## config.mk

```make
export PLATFORM = sky130hd
export DESIGN_NAME = csa_seq_ctrl
export DESIGN_NICKNAME = d
export VERILOG_FILES = /design/src/rtl/csa_seq_ctrl.sv
export SDC_FILE = /design/constraint.sdc
export NUM_CORES = 1
export LEC_CHECK = 0
export BUFFER_PORTS_ARGS = -buffer_cell sky130_fd_sc_hd__buf_2
export CORE_ASPECT_RATIO = 1.4
export CORE_UTILIZATION = 49
export DETAILED_ROUTE_END_ITERATION = 10
export PLACE_DENSITY = 0.75
export SKIP_LAST_GASP = 1
export SYNTH_ARGS = -nofsm -noshare
export SYNTH_HDL_FRONTEND = slang
export SYNTH_SLANG_ARGS = --single-unit
```

## constraint.sdc

```tcl
create_clock -name clk -period 1.8 [get_ports clk]
set_input_delay 0.36 -clock clk [delete_from_list [all_inputs] [get_ports clk]]
set_output_delay 0.36 -clock clk [all_outputs]
set_load 0.02 [all_outputs]
```

## src/rtl/csa_seq_ctrl.sv

```systemverilog
// Feeds W-bit operand pairs LSB-first into a bit-serial adder and collects the W+1-bit sum.
// Latency: handshake to out_valid is W+3 cycles; in_ready is low from acceptance until the result is taken.
module csa_seq_ctrl #(
  parameter int W = 8
) (
  input  logic         clk,
  input  logic         rst,
  input  logic         in_valid,
  output logic         in_ready,
  input  logic [W-1:0] in_a,
  input  logic [W-1:0] in_b,
  input  logic         abort,
  output logic         out_valid,
  input  logic         out_ready,
  output logic [W:0]   out_sum,
  output logic         busy,
  output logic         add_clr,
  output logic         add_x,
  output logic         add_y,
  input  logic         add_sum
);

  localparam int CW = $clog2(W + 1);

  typedef enum logic [2:0] {FLUSH, IDLE, RUN, DRAIN, DONE} state_t;

  state_t         state;
  logic [CW-1:0]  cnt;
  logic [W-1:0]   a_sr;
  logic [W-1:0]   b_sr;
  logic [W:0]     res;
  logic [W:0]     res_nxt;

  assign res_nxt = {add_sum, res[W:1]};

  // Outputs are registered, so each branch sets the values for the state being entered.
  // a_sr/b_sr therefore run one bit ahead of the bit currently presented to the adder.
  always_ff @(posedge clk) begin
    if (rst) begin
      state     <= FLUSH;
      cnt       <= '0;
      a_sr      <= '0;
      b_sr      <= '0;
      res       <= '0;
      in_ready  <= 1'b0;
      out_valid <= 1'b0;
      out_sum   <= '0;
      busy      <= 1'b1;
      add_clr   <= 1'b0;
      add_x     <= 1'b0;
      add_y     <= 1'b0;
    end else begin
      case (state)
        FLUSH: begin
          state    <= IDLE;
          in_ready <= 1'b1;
          busy     <= 1'b0;
          add_clr  <= 1'b1;
        end
        IDLE: begin
          if (in_valid) begin
            state    <= RUN;
            cnt      <= '0;
            a_sr     <= in_a >> 1;
            b_sr     <= in_b >> 1;
            add_x    <= in_a[0];
            add_y    <= in_b[0];
            add_clr  <= 1'b0;
            in_ready <= 1'b0;
            busy     <= 1'b1;
          end
        end
        RUN: begin
          if (abort) begin
            state   <= FLUSH;
            cnt     <= '0;
            add_x   <= 1'b0;
            add_y   <= 1'b0;
            add_clr <= 1'b0;
          end else begin
            if (cnt != '0) res <= res_nxt;
            cnt  <= cnt + CW'(1);
            a_sr <= a_sr >> 1;
            b_sr <= b_sr >> 1;
            if (cnt == CW'(W)) begin
              state   <= DRAIN;
              add_clr <= 1'b1;
              add_x   <= 1'b0;
              add_y   <= 1'b0;
            end else begin
              // Zero-filled shifters give the x=y=0 carry-flush bit at cnt==W.
              add_x <= a_sr[0];
              add_y <= b_sr[0];
            end
          end
        end
        DRAIN: begin
          if (abort) begin
            state   <= FLUSH;
            cnt     <= '0;
            add_clr <= 1'b0;
          end else begin
            state     <= DONE;
            res       <= res_nxt;
            out_sum   <= res_nxt;
            out_valid <= 1'b1;
          end
        end
        DONE: begin
          if (out_ready) begin
            state     <= IDLE;
            out_valid <= 1'b0;
            in_ready  <= 1'b1;
            busy      <= 1'b0;
          end
        end
        default: begin
          state    <= FLUSH;
          in_ready <= 1'b0;
          busy     <= 1'b1;
          add_clr  <= 1'b0;
          add_x    <= 1'b0;
          add_y    <= 1'b0;
        end
      endcase
    end
  end

endmodule

```

==> impl_metrics.toml, run 1 <==
[logic_synthesis]
netlist_instances = 234
ys_ff_latch = 44
synth-edff-count = 0
ys_warn_count = 0
syn-num-nets = 258
yosysTopAreaCell = "dfxtp_1"
synthTopCellsByArea = "dfxtp_1 46%, nand2_1 6.6%, nor2_1 6.6%"
synth-main-ff-cell = "dfxtp_1"
post_synth_most_frequent_cells = "44 x dfxtp_1, 34 x nand2_1, 34 x nor2_1, 19 x a21oi_1, 19 x o21ai_0"
synth_area_um2 = 1930
synth_top_area_frac = 0.455
ys_seq_area_frac = 0.455
synth_most_common_cell = "dfxtp_1"
async_reset_ff_frac = 0
syn_area_per_cell_um2 = 8.27
synth_cell_types = 33

[finish]
n_antenna_cell = 0
multi_input_area_um2 = 967
seq_area_um2 = 881
fillers = 325
drive_gt1_frac = 0.220
syn_to_final_growth_pct = 19.9
nNetsFinal = 296
fin_util = 0.625

[clock_network]
h-tree-depth = 2
post-cts-setup-buffers = 0
clock_path_buffers = 2
clk_latency_ns = 0.30
cts_sinks = 44
cts_resized = 0
clk_pin_slew_worst_paths_ns = 0.09
cts_tree = "built"
numCtsBuffers = 5
cts_root_buf = "clkbuf_8"
postCtsHoldBufs = 0

[floorplanning]
die_area_um2 = 4210
die-width_um = 55.1
initial_core_util = 0.522
coreArea_um2 = 3710
placementRows = 26
dieHeight_um = 76.3
io_pins = 37

[detailed_routing]
wirelength_um = 4070
avgRoutedWirePerCell_um = 12.9
drc_errors = 0
drt_first_pass_iters = 4
vias = 1773
drt_iter0_drc = 36
vias_per_cell = 5.63
antenna_left = 0

[power]
pwr-share-seq = 0.487
p_int_mw = 1.59
power_density_nw_per_um2 = 942
clockPowerShare = 0.357
vdd_drop_max_uv = 812
total_power_mw = 2.18
p_leak_nw = 0.876
p_comb_frac = 0.157
power.net_switching_mw = 0.593
p_sw_frac = 0.271

[grt]
overflow = 0
grt_max_degree = 29
track_usage = 0.204
antenna_found_initial = 0
grt_pass1_wl_um = 6450
grt_pass1_vias = 1514

[sta]
timing.final.crit_share = 0.934
clock.fmax_mhz = 595
final.min_clock_period_ns = 1.68
slew_viol_final = 0
rsz0062_at_grt = "false"
fin_ws_ns = 0.119
skew_ns = 0.00416
worstMarginPinSlew_ns = 0.391
hold_slack_ns = 0.306
slew_headroom = 0.739
final.setup.tns_ns = 0
setup_viol = 0
hold_viol_final = 0

[worst_setup_path]
crit_arrival_ns = 1.87
required_ns = 1.99
end_kind = "register"
critPathKind = "reg2reg"
cp-start-kind = "register"
worst-path-max-fanout = 8

[placement]
dp_hpwl_um = 2880
gp_congestion = 0.780
io_buffers = 36
dp_slack_ns = 0.0140

[hold_path]
hold_path_class = "in2reg"

[outcome]
status = "finished clean"

[run]
drv_cap = 0
[final cells by class]
class	instances	share of cell area
clock buffer	5	0.0297
tap	42	0.0227
inverter	4	0.00648
multi-input combinational	170	0.417
sequential	44	0.380
clock inverter	3	0.0200
timing repair buffer	47	0.124
[worst paths after layout]
path	from	end	slack, ns	cells past startpoint
min reg2reg	out_sum[8]$_SDFFE_PP0P_	out_sum[8]$_SDFFE_PP0P_	0.45	2
max	state[2]$_SDFFE_PP0P_	res[3]$_SDFFE_PP0P_	0.12	4
max reg2reg	state[2]$_SDFFE_PP0P_	res[3]$_SDFFE_PP0P_	0.12	4
min	add_sum	out_sum[8]$_SDFFE_PP0P_	0.31	3
[metrics by stage]
| step | cell area, um2 | cells |
|---|---|---|
| detailed placement | 2200 | 307 |
| CTS | 2320 | 315 |
| global route | 2320 | 315 |
| global placement | 2200 | 307 |
| finish | 2320 | 315 |
| floorplan | 1930 | 234 |
[cell usage in the layout (no fill, tap or decap), types with 2 or more instances in the layout]
cell type | synthesis | final
nor3_1 | 7 | 7
buf_12 | 0 | 2
nor3b_1 | 4 | 4
clkbuf_8 | 0 | 5
a22oi_1 | 2 | 2
buf_2 | 3 | 36
a311oi_1 | 14 | 14
dfxtp_1 | 44 | 44
nor2b_1 | 2 | 2
nor2_1 | 34 | 34
nand3b_1 | 2 | 2
ha_1 | 2 | 2
o21ai_0 | 19 | 19
inv_1 | 4 | 4
a21oi_1 | 19 | 19
buf_4 | 0 | 9
nand2_1 | 34 | 34
nand2b_1 | 6 | 6
mux2i_1 | 8 | 8
nand3_1 | 3 | 3
and3b_1 | 2 | 2
[power groups by stage]
stage	logic, mW	clock network (mW)	registers [mW]
floorplan	0.223	0	1.10
global placement	0.338	0	1.09
finish	0.342	0.778	1.06
CTS	0.343	0.796	1.06
detailed placement	0.341	0	1.09
global route	0.378	0.840	1.07
[worst max-delay path, cell delays in order, from the launching register on]
cell and delay, ns:
dfxtp_1 0.34, or4b_4 0.58, o21ai_4 0.36, mux2i_1 0.23
nor2_1 0.05
[routing by layer]
metal  wire length, um  up-vias  GRT usage  share of wire
li1                  -      899          -              -
met1              1900      827      0.251           0.47
met2              1930       40      0.329           0.47
met3               171        7     0.0479          0.042
met4                65        0     0.0825          0.016
met5                 0        -          0              0
[sequential cells by signal (all words and copies together) (netlist names)]
name / flops
add_y: 1
out_valid: 1
res: 8
busy: 1
b_sr: 7
add_x: 1
out_sum: 9
a_sr: 7
add_clr: 1
state: 3
cnt: 4
in_ready: 1
[logic make-up (layout without fill, tap and decap cells)]
| kind of cell | after synthesis | after routing | synth area share |
|---|---|---|---|
| AO/OA/AOI/OAI | 61 | 61 | 0.206 |
| adder cells (fa/ha/maj) | 2 | 2 | 0.0129 |
| buffers and inverters | 20 | 59 | 0.0446 |
| flip-flops | 44 | 44 | 0.455 |
| multiplexers | 8 | 8 | 0.0414 |
| AND/OR/NAND/NOR | 99 | 99 | 0.240 |
Note: power is estimated with default switching activity, not from simulation.
==> run 2, diff against run 1 <==
--- a/config.mk
+++ b/config.mk
@@ -7,9 +7,9 @@
 export LEC_CHECK = 0
 export BUFFER_PORTS_ARGS = -buffer_cell sky130_fd_sc_hd__buf_2
 export CORE_ASPECT_RATIO = 1.4
-export CORE_UTILIZATION = 49
+export CORE_UTILIZATION = 47
 export DETAILED_ROUTE_END_ITERATION = 10
-export PLACE_DENSITY = 0.75
+export PLACE_DENSITY = 0.72
 export SKIP_LAST_GASP = 1
 export SYNTH_ARGS = -nofsm -noshare
 export SYNTH_HDL_FRONTEND = slang
==> constraint.sdc (replaced) <==
create_clock -name clk -period 1.8 [get_ports clk]
set_input_delay 0.36 -clock clk [delete_from_list [all_inputs] [get_ports clk]]
set_output_delay 0.36 -clock clk [all_outputs]
set_load 0.005 [all_outputs]
==> impl_metrics.toml, run 2 (synthesized netlist as in run 1, its figures left out) <==
[outcome]
status = "finished clean"

[sta]
setup_viol = 0
worstMarginPinSlew_ns = 0.418
skew_ns = 0.00640
hold_viol_final = 0
clock.fmax_mhz = 588
slew_headroom = 0.721
final.setup.tns_ns = 0
rsz0062_at_grt = "false"
final.min_clock_period_ns = 1.70
hold_slack_ns = 0.305
slew_viol_final = 0
timing.final.crit_share = 0.944

[detailed_routing]
routed.top_layer = "met4"
dr_wl_met3_um = 147
dr_wl_met2_um = 1960
drt_first_pass_iters = 4
vias = 1755
drc_errors = 0
vias_per_cell = 5.55
wirelength_um = 4210
avgRoutedWirePerCell_um = 13.3
antenna_left = 0
wl_met1_um = 2060
drt_iter0_drc = 97

[power]
p_comb_frac = 0.151
clockPowerShare = 0.358
p_leak_nw = 0.876
p_int_mw = 1.59
p_sw_frac = 0.267
vdd_drop_max_uv = 704
power.net_switching_mw = 0.581
power_density_nw_per_um2 = 936
pwr-share-seq = 0.491

[clock_network]
cts_tree = "built"
clk_pin_slew_worst_paths_ns = 0.09
cts_resized = 0
cts_sinks = 44
clock_path_buffers = 2
numCtsBuffers = 5
clk_latency_ns = 0.30
cts_root_buf = "clkbuf_8"
postCtsHoldBufs = 0
post-cts-setup-buffers = 0
h-tree-depth = 2

[finish]
fillers = 365
largest_reg_flops = 9
drive_gt1_frac = 0.220
nNetsFinal = 296
layout_common_cells = "44 x dfxtp_1, 36 x buf_2, 34 x nor2_1, 34 x nand2_1"
n_antenna_cell = 0
top_regs = "out_sum (9), res (8)"
top_register = "out_sum"
final_common_cell = "dfxtp_1"
syn_to_final_growth_pct = 19.9

[worst_setup_path]
required_ns = 2.00
end_kind = "register"
worst-path-max-fanout = 8
startpoint = "state[2]$_SDFFE_PP0P_"
cp_cell_sequence = "or4b_4 -> o21ai_4 -> mux2i_1 -> nor2_1"
cp-start-kind = "register"
critPathKind = "reg2reg"
crit_arrival_ns = 1.90
crit_path_max_incr_delay_ns = 0.59
r2r-start = "state[2]$_SDFFE_PP0P_"
critPathSlowestCell = "or4b_4"

[floorplanning]
io_pins = 37
initial_core_util = 0.489
coreArea_um2 = 3950
die_area_um2 = 4380
die-width_um = 56.2
dieHeight_um = 77.9
placementRows = 27

[grt]
grt_max_degree = 29
antenna_found_initial = 0
grt_pass1_wl_um = 7360
overflow = 0
grt_pass1_vias = 1617
track_usage = 0.209

[hold_path]
hold_path_class = "in2reg"
min_from = "add_sum"

[run]
drv_cap = 0

[placement]
dp_hpwl_um = 2860
io_buffers = 36
gp_congestion = 0.833
-- run 2: through the flow --
step,cells,utilization,area (um2),power [mW],worst slack [ns]
after floorplan,234,-,1930,1.30,0.145
after global placement,308,0.558,2200,1.41,0.0661
after detailed placement,308,0.558,2200,1.41,0.0204
after CTS,316,0.587,2320,2.19,0.0994
after global routing,316,0.587,2320,2.27,0.00372
final,316,0.587,2320,2.17,0.100
-- run 2: final timing paths --
kind / cells past startpoint / end / slack (ns)
max: 4 / res[2]$_SDFFE_PP0P_ / 0.10
min: 3 / out_sum[8]$_SDFFE_PP0P_ / 0.31
max reg2reg: 4 / res[2]$_SDFFE_PP0P_ / 0.10
min reg2reg: 2 / out_sum[8]$_SDFFE_PP0P_ / 0.46
-- run 2: final cells by class --
type | count | area, um2 | area share
sequential | 44 | 881 | 0.380
timing repair buffer | 47 | 288 | 0.124
multi-input combinational | 170 | 967 | 0.417
clock inverter | 3 | 46.3 | 0.0200
clock buffer | 5 | 68.8 | 0.0297
tap | 43 | 53.8 | 0.0232
inverter | 4 | 15.0 | 0.00647
-- run 2: critical path: cells and delay by family (launching register included) --
| family | cells | cell delay [ns] |
|---|---|---|
| AND/OR/NAND/NOR | 2 | 0.65 |
| AO/OA/AOI/OAI | 1 | 0.36 |
| flip-flops | 1 | 0.35 |
| multiplexers | 1 | 0.23 |
-- run 2: power by group through the flow --
stage	combinational [mW]	clock, mW	sequential (mW)
after floorplan	0.223	0	1.08
after global placement	0.323	0	1.08
after detailed placement	0.327	0	1.09
after CTS	0.328	0.799	1.07
after global routing	0.372	0.823	1.07
final	0.327	0.778	1.07
-- run 2: per-layer routing --
layer / global-route usage / vias up
li1: - / 898
met1: 0.273 / 817
met2: 0.345 / 36
met3: 0.0467 / 4
met4: 0.0585 / 0
met5: 0 / -
==> run 3, diff against run 2 <==
--- a/config.mk
+++ b/config.mk
@@ -7,9 +7,9 @@
 export LEC_CHECK = 0
 export BUFFER_PORTS_ARGS = -buffer_cell sky130_fd_sc_hd__buf_2
 export CORE_ASPECT_RATIO = 1.4
-export CORE_UTILIZATION = 47
+export CORE_UTILIZATION = 45
 export DETAILED_ROUTE_END_ITERATION = 10
-export PLACE_DENSITY = 0.72
+export PLACE_DENSITY = 0.7
 export SKIP_LAST_GASP = 1
 export SYNTH_ARGS = -nofsm -noshare
 export SYNTH_HDL_FRONTEND = slang
==> impl_metrics.toml, run 3 (synthesized netlist as in run 1, its figures left out) <==
[outcome]
status = "complete, but fails checks"
violations = "design-rule violations"

[detailed_routing]
vias = 1722
drc_errors = 2
dr_wl_met2_um = 1840
dr_wl_met3_um = 218
drt_first_pass_iters = 7
wl_met1_um = 1940
antenna_left = 0
avgRoutedWirePerCell_um = 12.9
vias_per_cell = 5.45
routed.top_layer = "met4"
drt_iter0_drc = 87
wirelength_um = 4080

[placement]
gp_congestion = 0.836
dp_hpwl_um = 2840
dp_slack_ns = 0.00794
io_buffers = 36

[hold_path]
hold_depth = 3
hold_path_class = "in2reg"

[clock_network]
h-tree-depth = 2
numCtsBuffers = 5
clk_latency_ns = 0.30
clk_pin_slew_worst_paths_ns = 0.09
clock_path_buffers = 2
cts_tree = "built"
cts_root_buf = "clkbuf_8"
post-cts-setup-buffers = 0
cts_sinks = 44
cts_resized = 0
postCtsHoldBufs = 0

[worst_setup_path]
worstSetupPathDepth = 4
crit_arrival_ns = 1.89
reg2regPathDepth = 4
worst-path-max-fanout = 8
cp_num_buf_inv = 0
end_kind = "register"
critPathSlowestCell = "or4b_4"
cp-start-kind = "register"
cp_cell_sequence = "or4b_4 -> o21ai_4 -> mux2i_1 -> nor2_1"
cp_top_family = "simple AND/OR/NAND/NOR gates"
crit_path_max_incr_delay_ns = 0.59
critPathKind = "reg2reg"
required_ns = 1.98

[floorplanning]
initial_core_util = 0.481
placementRows = 27
coreArea_um2 = 4020
dieHeight_um = 79.6
die-width_um = 57.4
io_pins = 37
die_area_um2 = 4570

[sta]
rsz0062_at_grt = "false"
final.setup.tns_ns = 0
clock.fmax_mhz = 584
hold_viol_final = 0
setup_viol = 0
fin_ws_ns = 0.0886
worstMarginPinSlew_ns = 0.447
final.min_clock_period_ns = 1.71
slew_viol_final = 0
slew_headroom = 0.702
skew_ns = 0.00597
hold_slack_ns = 0.309
timing.final.crit_share = 0.951

[grt]
overflow = 0
grt_max_degree = 29
grt_pass1_wl_um = 6900
antenna_found_initial = 0
track_usage = 0.195
grt_pass1_vias = 1573

[power]
power_density_nw_per_um2 = 936
total_power_mw = 2.16
p_leak_nw = 0.874
vdd_drop_max_uv = 731

[finish]
drive_gt1_frac = 0.220
n_antenna_cell = 0
largest_reg_flops = 9
final_common_cell = "dfxtp_1"
layout_common_cells = "44 x dfxtp_1, 36 x buf_2, 34 x nor2_1, 34 x nand2_1"
fin_util = 0.574
top_regs = "out_sum (9), res (8)"
top_register = "out_sum"
nNetsFinal = 296
fillers = 382
syn_to_final_growth_pct = 19.3

[run]
drv_cap = 0
[run 3: area by class of cell]
| type | instances | area [um2] | area share |
|---|---|---|---|
| Tap cell | 43 | 53.8 | 0.0233 |
| Inverter | 4 | 15.0 | 0.00651 |
| Clock inverter | 3 | 46.3 | 0.0201 |
| Timing Repair Buffer | 47 | 275 | 0.119 |
| Multi-Input combinational cell | 170 | 967 | 0.419 |
| Clock buffer | 5 | 68.8 | 0.0298 |
| Sequential cell | 44 | 881 | 0.382 |
[run 3: report_power, final]
| part | switching [mW] | total (mW) | internal, mW | leakage [nW] |
|---|---|---|---|---|
| Sequential | 0.0326 | 1.06 | 1.03 | 0.358 |
| Combinational | 0.184 | 0.327 | 0.142 | 0.461 |
| Clock | 0.352 | 0.770 | 0.418 | 0.0548 |
| Total | 0.569 | 2.16 | 1.59 | 0.874 |
[run 3: path summary, 6_finish.rpt]
path | startpoint | to | slack, ns
setup / recovery | state[2]$_SDFFE_PP0P_ | res[2]$_SDFFE_PP0P_ | 0.09
hold reg to reg | out_sum[1]$_SDFFE_PP0P_ | out_sum[1]$_SDFFE_PP0P_ | 0.46
setup reg to reg | state[2]$_SDFFE_PP0P_ | res[2]$_SDFFE_PP0P_ | 0.09
hold / removal | add_sum | out_sum[8]$_SDFFE_PP0P_ | 0.31
[run 3: per-layer routing]
layer | up-vias | GRT usage
li1 | 899 | -
met1 | 778 | 0.245
met2 | 39 | 0.309
met3 | 6 | 0.0502
met4 | 0 | 0.0902
met5 | - | 0
[run 3: worst reg2reg max path, stage by stage (launching register included)]
cell and delay (ns):
dfxtp_1 0.36, or4b_4 0.59, o21ai_4 0.35, mux2i_1 0.24, nor2_1 0.05
[run 3: per-stage QoR]
step	area, um2	std cells
after global placement	2190	308
after CTS	2310	316
final	2310	316
after floorplan	1930	234
after detailed placement	2190	308
after global routing	2310	316
